File: src/rtl/uart_rx_pkg.sv
// Shared UART receive-side types and helpers: deserializer state encoding,
// minimum frame width and the parity-bit calculation used by TX and scoreboards.
package uart_rx_pkg;

   typedef enum logic [1:0] {
      IDLE   = 2'd0,
      SHIFT  = 2'd1,
      PARITY = 2'd2,
      DONE   = 2'd3
   } rx_deser_state_e;

   localparam int MIN_DATA_W = 5;
   localparam int PAR_MAX_W  = 16;

   // Parity bit a transmitter appends so that data^parity has the requested sense.
   function automatic logic par_calc(
      input logic [PAR_MAX_W-1:0] data,
      input logic [4:0]           len,
      input logic                 odd
   );
      logic p;
      p = odd;
      for (int i = 0; i < PAR_MAX_W; i++) begin
         if (5'(i) < len) begin
            p = p ^ data[i];
         end else begin
            p = p;
         end
      end
      return p;
   endfunction

endpackage

File: src/rtl/uart_rx_out_reg.sv
// Output holding register for the RX deserializer: parallel word, parity error,
// valid/ready handshake and sticky overrun flag.
module uart_rx_out_reg
   import uart_rx_pkg::*;
#(
   parameter int MAX_W = 9
) (
   input  logic             RX_clk,
   input  logic             rst_n,
   input  logic             load_i,
   input  logic [MAX_W-1:0] data_i,
   input  logic             perr_i,
   input  logic             p_ready_i,
   input  logic             ovr_clr_i,
   output logic [MAX_W-1:0] p_data_o,
   output logic             p_valid_o,
   output logic             par_err_o,
   output logic             overrun_o
);

   logic [MAX_W-1:0] data_q, data_d;
   logic             valid_q, valid_d;
   logic             perr_q, perr_d;
   logic             ovr_q, ovr_d;
   logic             ovr_evt_s;

   // Next-state for the handshake register; a load always wins over an acceptance.
   always_comb begin
      data_d    = data_q;
      perr_d    = perr_q;
      valid_d   = valid_q;
      ovr_d     = ovr_q;
      ovr_evt_s = load_i & valid_q & ~p_ready_i;

      if (load_i) begin
         data_d  = data_i;
         perr_d  = perr_i;
         valid_d = 1'b1;
      end else if (valid_q & p_ready_i) begin
         valid_d = 1'b0;
      end else begin
         valid_d = valid_q;
      end

      if (ovr_evt_s) begin
         ovr_d = 1'b1;
      end else if (ovr_clr_i) begin
         ovr_d = 1'b0;
      end else begin
         ovr_d = ovr_q;
      end
   end

   // Output state registers.
   always_ff @(posedge RX_clk or negedge rst_n) begin
      if (!rst_n) begin
         data_q  <= '0;
         valid_q <= 1'b0;
         perr_q  <= 1'b0;
         ovr_q   <= 1'b0;
      end else begin
         data_q  <= data_d;
         valid_q <= valid_d;
         perr_q  <= perr_d;
         ovr_q   <= ovr_d;
      end
   end

   assign p_data_o  = data_q;
   assign p_valid_o = valid_q;
   assign par_err_o = perr_q;
   assign overrun_o = ovr_q;

endmodule

File: src/rtl/uart_rx_deser_param.sv
// Parametrised UART receive deserializer: collects data_len bits in either bit
// order, checks parity and hands the word to the output handshake register.
module uart_rx_deser_param
   import uart_rx_pkg::*;
#(
   parameter int MAX_W     = 9,
   parameter int LSB_FIRST = 1,
   parameter int CNT_W     = $clog2(MAX_W + 1)
) (
   input  logic             RX_clk,
   input  logic             rst_n,
   input  logic             frame_start_i,
   input  logic             deser_en_i,
   input  logic             sampled_bit_i,
   input  logic [CNT_W-1:0] data_len_i,
   input  logic             par_en_i,
   input  logic             par_odd_i,
   input  logic             par_bit_en_i,
   output logic [MAX_W-1:0] p_data_o,
   output logic             p_valid_o,
   input  logic             p_ready_i,
   output logic             par_err_o,
   output logic             overrun_o,
   input  logic             ovr_clr_i,
   output logic             busy_o
);

   rx_deser_state_e  state_q, state_d;
   logic [MAX_W-1:0] shift_q, shift_d;
   logic [CNT_W-1:0] cnt_q, cnt_d;
   logic [CNT_W-1:0] len_q, len_d;
   logic             acc_q, acc_d;
   logic             par_en_q, par_en_d;
   logic             par_odd_q, par_odd_d;
   logic             perr_q, perr_d;
   logic             busy_q, busy_d;

   logic [CNT_W-1:0] len_clamp_s;
   logic [CNT_W-1:0] wr_idx_s;
   logic [MAX_W-1:0] mask_s;
   logic             load_s;

   // Frame length clamp, write index for the selected bit order and output mask.
   always_comb begin
      if ((data_len_i < CNT_W'(MIN_DATA_W)) || (data_len_i > CNT_W'(MAX_W))) begin
         len_clamp_s = CNT_W'(MAX_W);
      end else begin
         len_clamp_s = data_len_i;
      end

      if (LSB_FIRST != 0) begin
         wr_idx_s = cnt_q;
      end else begin
         wr_idx_s = len_q - cnt_q - CNT_W'(1);
      end

      for (int i = 0; i < MAX_W; i++) begin
         mask_s[i] = (CNT_W'(i) < len_q);
      end
      load_s = (state_q == DONE);
   end

   // FSM next state plus shift, count and parity accumulation; frame_start overrides all.
   always_comb begin
      state_d   = state_q;
      shift_d   = shift_q;
      cnt_d     = cnt_q;
      len_d     = len_q;
      acc_d     = acc_q;
      par_en_d  = par_en_q;
      par_odd_d = par_odd_q;
      perr_d    = perr_q;

      if (frame_start_i) begin
         state_d   = SHIFT;
         shift_d   = '0;
         cnt_d     = '0;
         acc_d     = 1'b0;
         perr_d    = 1'b0;
         len_d     = len_clamp_s;
         par_en_d  = par_en_i;
         par_odd_d = par_odd_i;
      end else begin
         case (state_q)
            IDLE: begin
               state_d = IDLE;
            end
            SHIFT: begin
               if (deser_en_i && (cnt_q < len_q)) begin
                  for (int i = 0; i < MAX_W; i++) begin
                     if (CNT_W'(i) == wr_idx_s) begin
                        shift_d[i] = sampled_bit_i;
                     end else begin
                        shift_d[i] = shift_q[i];
                     end
                  end
                  cnt_d = cnt_q + CNT_W'(1);
                  acc_d = acc_q ^ sampled_bit_i;
                  if ((cnt_q + CNT_W'(1)) == len_q) begin
                     state_d = par_en_q ? PARITY : DONE;
                  end else begin
                     state_d = SHIFT;
                  end
               end else begin
                  state_d = SHIFT;
               end
            end
            PARITY: begin
               if (par_bit_en_i) begin
                  perr_d  = par_en_q & (acc_q ^ sampled_bit_i ^ par_odd_q);
                  state_d = DONE;
               end else begin
                  state_d = PARITY;
               end
            end
            DONE: begin
               state_d = IDLE;
            end
            default: begin
               state_d = IDLE;
            end
         endcase
      end

      busy_d = (state_d == SHIFT) || (state_d == PARITY);
   end

   // Frame collection registers.
   always_ff @(posedge RX_clk or negedge rst_n) begin
      if (!rst_n) begin
         state_q   <= IDLE;
         shift_q   <= '0;
         cnt_q     <= '0;
         len_q     <= '0;
         acc_q     <= 1'b0;
         par_en_q  <= 1'b0;
         par_odd_q <= 1'b0;
         perr_q    <= 1'b0;
         busy_q    <= 1'b0;
      end else begin
         state_q   <= state_d;
         shift_q   <= shift_d;
         cnt_q     <= cnt_d;
         len_q     <= len_d;
         acc_q     <= acc_d;
         par_en_q  <= par_en_d;
         par_odd_q <= par_odd_d;
         perr_q    <= perr_d;
         busy_q    <= busy_d;
      end
   end

   assign busy_o = busy_q;

   uart_rx_out_reg #(
      .MAX_W (MAX_W)
   ) u_out_reg (
      .RX_clk    (RX_clk),
      .rst_n     (rst_n),
      .load_i    (load_s),
      .data_i    (shift_q & mask_s),
      .perr_i    (perr_q),
      .p_ready_i (p_ready_i),
      .ovr_clr_i (ovr_clr_i),
      .p_data_o  (p_data_o),
      .p_valid_o (p_valid_o),
      .par_err_o (par_err_o),
      .overrun_o (overrun_o)
   );

endmodule

File: config.mk
export PLATFORM = sky130hd
export DESIGN_NAME = uart_rx_deser_param
export DESIGN_NICKNAME = d
export VERILOG_FILES = /design/src/rtl/uart_rx_pkg.sv /design/src/rtl/uart_rx_out_reg.sv /design/src/rtl/uart_rx_deser_param.sv
export SDC_FILE = /design/constraint.sdc
export NUM_CORES = 1
export LEC_CHECK = 0
export ABC_CLOCK_PERIOD_IN_PS = 2150
export CAP_MARGIN = 10
export CORE_MARGIN = 5
export CORE_UTILIZATION = 50
export DETAILED_ROUTE_END_ITERATION = 8
export HOLD_SLACK_MARGIN = 0.02
export PLACE_DENSITY = 0.72
export SLEW_MARGIN = 30
export SYNTH_ARGS = -nofsm -noshare
export SYNTH_HDL_FRONTEND = slang
export SYNTH_SLANG_ARGS = --single-unit
File: constraint.sdc
create_clock -name RX_clk -period 2.15 [get_ports RX_clk]
set_input_delay 0.645 -clock RX_clk [delete_from_list [all_inputs] [get_ports RX_clk]]
set_output_delay 0.645 -clock RX_clk [all_outputs]
set_load 0.05 [all_outputs]
## After elaboration in Yosys (flattened, before gate mapping)

Index checks and enable logic that the tools add are counted.

- Input bits: 14
- Logic and storage cells: 120
- Register bits after elaboration: 36
- Output and inout bits: 13

- Mux-type cells: 32
- Equality and inequality tests: 14
- Add/subtract/negate cells: 1
- Magnitude comparators: 12
- Bitwise gates (word level): 8
- Reductions and logical operators: 32

Operators with widths:

| kind | count |
|---|---|
| nonzero test 2 bit | 15 |
| 2-to-1 mux 9 bit | 3 |
| AND reduction 3 bit | 9 |
| 2-to-1 mux 1 bit | 21 |
| == test 3 x 4 -> 1 bit, first input constant | 4 |
| less-than comparator 3 x 4 -> 1 bit, first input constant | 4 |
| 2-to-1 mux 4 bit | 4 |
| bitwise AND 9 bit | 1 |
| == test 2 x 4 -> 1 bit, first input constant | 2 |
| less-than comparator 1 x 4 -> 1 bit, first input constant | 2 |
| less-than comparator 2 x 4 -> 1 bit, first input constant | 2 |
| == test 2 bit, second input constant | 3 |
| 2-to-1 mux 2 bit | 3 |
| one-hot mux 2 bit (3 select lines) | 1 |
| adder 4 x 1 -> 4 bit, second input constant | 1 |
| bitwise AND 1 bit | 4 |
| == test 1 x 4 -> 1 bit, first input constant | 1 |
| == test 2 x 1 -> 1 bit, second input constant | 2 |
| == test 4 bit | 1 |
| == test 4 bit, first input constant | 1 |
| greater-than comparator 4 bit, second input constant | 1 |
| zero test 4 bit | 1 |
| less-than comparator 4 x 3 -> 1 bit, second input constant | 1 |
| less-than comparator 4 bit | 1 |
| other kinds (8) | 11 |

## Depth between registers and ports, before layout

- Depth after elaboration: 8
- Mapped depth: 9
- Gate-level depth less buffers: 6

## Hierarchy

Synthesis repeated with hierarchy kept, for this count alone.

- Cell total of the unflattened synthesis: 187
- Area total of the unflattened synthesis: 2011.9 um^2

Modules (own cells, without submodules):

| module | times used | cells each | area each (um^2) | sequential area each (um^2) |
|---|---|---|---|---|
| uart_rx_deser_param | 1 | 160 | 1530.2 | 600.6 |
| uart_rx_out_reg | 1 | 27 | 481.7 | 300.3 |

## Least setup slack after synthesis

No wires, ideal clock.

- Kind: register to register
- From: register len_q[1]
- To: register cnt_q[3]
- Setup slack: 0.182 ns
- Data arrival time: 1.890 ns
- Period minus slack after synthesis: 1.968 ns
- Setup time: 0.078 ns
- Cell stages (with the launch flop): 8
- Buffers on the path: 1
- Required time: 2.072 ns
- Cells stage by stage: dfrtp_1 clkbuf_1 inv_1 ha_1 nor2b_1 o31a_1 or4_1 a21oi_1

- Word-level cells in the longest chain between the ends: 4

RTL lines:

| element | line | source |
|---|---|---|
| from (decl) | uart_rx_deser_param.sv:31 | `logic [CNT_W-1:0] len_q, len_d;` |
| from (signal assigned) | uart_rx_deser_param.sv:144 | `len_q <= len_d;` |
| less-than comparator 4 bit | uart_rx_deser_param.sv:89 | `if (deser_en_i && (cnt_q < len_q)) begin` |
| logical AND 1 bit | uart_rx_deser_param.sv:89 |  |
| nonzero test 2 bit (no line) | - |  |
| AND reduction 2 bit (no line) | - |  |
| to (signal assigned) | uart_rx_deser_param.sv:143 | `cnt_q <= cnt_d;` |
| to (decl) | uart_rx_deser_param.sv:30 | `logic [CNT_W-1:0] cnt_q, cnt_d;` |

No other way between the ends.
A chain may end at the register's enable or synchronous reset.

## Worst setup path in the final report

- From: register u_out_reg.data_q[1] (netlist: u_out_reg.p_data_o[1])
- To: output port p_data_o[1]

RTL lines:

| element | line | source |
|---|---|---|
| from (decl) | uart_rx_out_reg.sv:21 | `logic [MAX_W-1:0] data_q, data_d;` |
| from (signal assigned) | uart_rx_out_reg.sv:62 | `data_q <= data_d;` |
| to (decl) | uart_rx_deser_param.sv:19 | `output logic [MAX_W-1:0] p_data_o,` |

No word-level cell between the ends.

==> impl_metrics.yaml <==
drt:
  wl_per_cell_um: 15.55
  num_vias: 1520
  first_pass_iters: 4
  avgViaCountPerCell: 5.487
  drc: 0
  routed_wl_um: 4307
  drt_iter0_markers: 75
  drtAntennaViolNets: 0
pwr:
  vdd_drop_max_uv: 374.7
  p_leak_nw: 1.067
  p_per_area_mw_per_mm2: 661.1
critical_path:
  cpPeakStageDelay_ns: 0.80
  crit_buf_inv: 1
  slowest_stage: "clkdlybuf4s50_1"
  path_cells: "clkdlybuf4s50_1"
  critPathCaptureType: "output pin"
  cp.arrival_ns: 1.44
  worst_ep_required_time_ns: 1.50
  crit_family: "buffers and inverters"
  worstReg2RegStart: "len_q[2]"
  critical_path_class: "flip-flop to output pin"
  rrSetupSlack_ns: 0.20
  startpoint_type: "flip-flop"
  crit_cells: 1
  endpoint: "p_data_o[1]"
  r2r_cells: 6
  timing.critical_path.from: "u_out_reg.p_data_o[1]"
  worstReg2RegEnd: "cnt_q[3]"
  crit_fanout: 2
sta:
  tightest_slew_ns: 0.5710
  setup_violations: 0
  period_minus_slack_ns: 2.086
  skew_ns: 0.004509
  fmax_mhz: 479.4
  post-route-period-util_pct: 97.03
  totalNegativeSetupSlack_ns: 0
  maxSlewViolCount: 0
  max_slew_margin_pct: 61.84
  rsz0062_at_grt: "no"
  timing_hold_violations_final: 0
synth:
  synth_ff_type: "dfrtp_1"
  ys_seq_area_share_pct: 46.78
  async_reset_ff_share_pct: 100.0
  ys.warnings.count: 0
  syn_nets: 219
  postSynthCellCount: 197
  synth_cell_type_count: 37
  synth_enable_flop_cells: 0
  ys_seq_elements: 36
  syn-cell-area_mm2: 0.001926
  syn_avg_cell_area_um2: 9.775
layout:
  stdcell_count: 277
  multiInputGateArea_um2: 949.7
  fin_nets: 250
  antenna_cells: 0
  most-common-layout-cells: "dfrtp_1, clkdlybuf4s50_1, o21ai_0, nand2_1, buf_4"
  syn_to_final_growth_pct: 22.87
  final-seq-area_um2: 902.1
  fill_cells: 335
  drive_gt1_share_pct: 13.10
  final_common_cell: "dfrtp_1"
clocking:
  cts_root_buf: "clkbuf_8"
  cts_buffers: 5
  clock-sinks: 36
  cts_tree: "built"
  path_clk_slew_ns: 0.07
  clock_path_buffers: 2
  htreeDepth: 2
  hold_buffers: 0
  clk_latency_ns: 0.29
placement:
  routabilityCongestion: 0.8408
  port_buffers: 26
  placed_cells: 269
  place_hpwl_um: 3124
global_routing:
  gr-usage-all-layers_pct: 18.86
  grt_max_degree: 37
  antenna_found_initial: 0
  grt_pass1_wl_um: 7638
  grt_pass1_vias: 1554
  grt_overflow_total: 0
min_path:
  min_path_type: "flip-flop to flip-flop"
outcome:
  outcome: "finished, final reports clean"
floorplanning:
  io_pins: 27
  rows: 22
  fp.dieH_um: 72.06
  start_util_pct: 52.20
  core-area_mm2: 0.003689
  die_w_um: 72.06
  die_area_mm2: 0.005192
flow_run:
  cap_violations: 0
## power breakdown
group	leakage (nW)	internal, mW	switching (mW)
Sequential	0.474	0.703	0.0245
Clock	0.0552	0.344	0.238
Combinational	0.538	0.111	0.144
## kinds of logic (layout without fill, tap and decap cells)
kind of cell    Yosys count  in the layout  share of synthesized area [%]
fa+ha+maj                 8              8                          5.198
simple gates             75             75                          20.92
mux                      14             14                          7.602
flops                    36             36                          46.78
compound gates           39             39                          12.09
xor+xnor                  6              6                          3.509
buf+inv                  19             51                          3.899
## state kept, by name, summed over array words and instances (netlist names)
| register | cells |
|---|---|
| u_out_reg.overrun_o | 1 |
| par_odd_q | 1 |
| par_en_q | 1 |
| shift_q | 9 |
| u_out_reg.p_valid_o | 1 |
| u_out_reg.p_data_o | 9 |
| u_out_reg.par_err_o | 1 |
| acc_q | 1 |
| busy_o | 1 |
| cnt_q | 4 |
| state_q | 2 |
| len_q | 4 |
| perr_q | 1 |
## repair_timing
action                                  CTS  global route
endpoints found under the setup margin    0             1
buffers inserted                          0             0
gates resized for setup                   0             1
## routing by layer
metal	global-route usage, %	vias up	wire, µm
met2	31.94	38	2125
met5	0	-	0
met1	23.00	724	1906
met3	5.540	8	210
li1	-	750	-
met4	6.263	0	65
## cell usage after synthesis (2+ instances only)
master / instances / area [µm²]
xnor2_1: 4 / 35.03
ha_1: 8 / 100.1
dfrtp_1: 36 / 900.9
o21ai_0: 19 / 95.09
nand4_1: 11 / 68.82
nor2b_1: 10 / 62.56
nand3_1: 7 / 35.03
buf_2: 3 / 15.01
mux2i_1: 9 / 90.09
nand2b_1: 13 / 81.33
nor2_1: 6 / 22.52
nand2_1: 19 / 71.32
inv_1: 7 / 26.28
clkbuf_1: 8 / 30.03
and2_1: 2 / 12.51
mux2_2: 5 / 56.30
o31ai_1: 2 / 15.01
o21a_1: 2 / 15.01
a21oi_1: 8 / 40.04
## cell type report
class	instances	area share, %
Timing Repair Buffer	36	13.54
Multi-Input combinational cell	142	40.14
Clock buffer	6	3.067
Clock inverter	2	1.481
Tap cell	48	2.538
Inverter	7	1.111
Sequential cell	36	38.13
## metrics by stage
stage / area, µm² / power (mW) / hold slack (ns) / utilization (%) / worst slack (ns)
finish: 2366 / 1.564 / 0.4805 / 64.15 / 0.06388
global route: 2366 / 1.642 / 0.5103 / 64.15 / 0.01730
CTS: 2365 / 1.580 / 0.4874 / 64.11 / 0.04942
detailed placement: 2257 / 0.9908 / 0.4712 / 61.19 / 0.001307
global placement: 2257 / 0.9781 / 0.4620 / 61.19 / 0.02698
floorplan: 1926 / 0.8871 / 0.3494 / - / 0.1822
## how the worst min path moves through the flow
stage	cells after the start	from	slack (ns)	endpoint
finish	2	u_out_reg.p_data_o[0]	0.48	u_out_reg.p_data_o[0]
global route	2	u_out_reg.p_data_o[6]	0.51	u_out_reg.p_data_o[6]
CTS	2	u_out_reg.p_data_o[4]	0.49	u_out_reg.p_data_o[4]
detailed placement	2	u_out_reg.p_data_o[4]	0.47	u_out_reg.p_data_o[4]
global placement	2	u_out_reg.p_data_o[1]	0.46	u_out_reg.p_data_o[1]
floorplan	0	rst_n	0.35	acc_q
No activity file was read; power rests on OpenSTA's default activity.
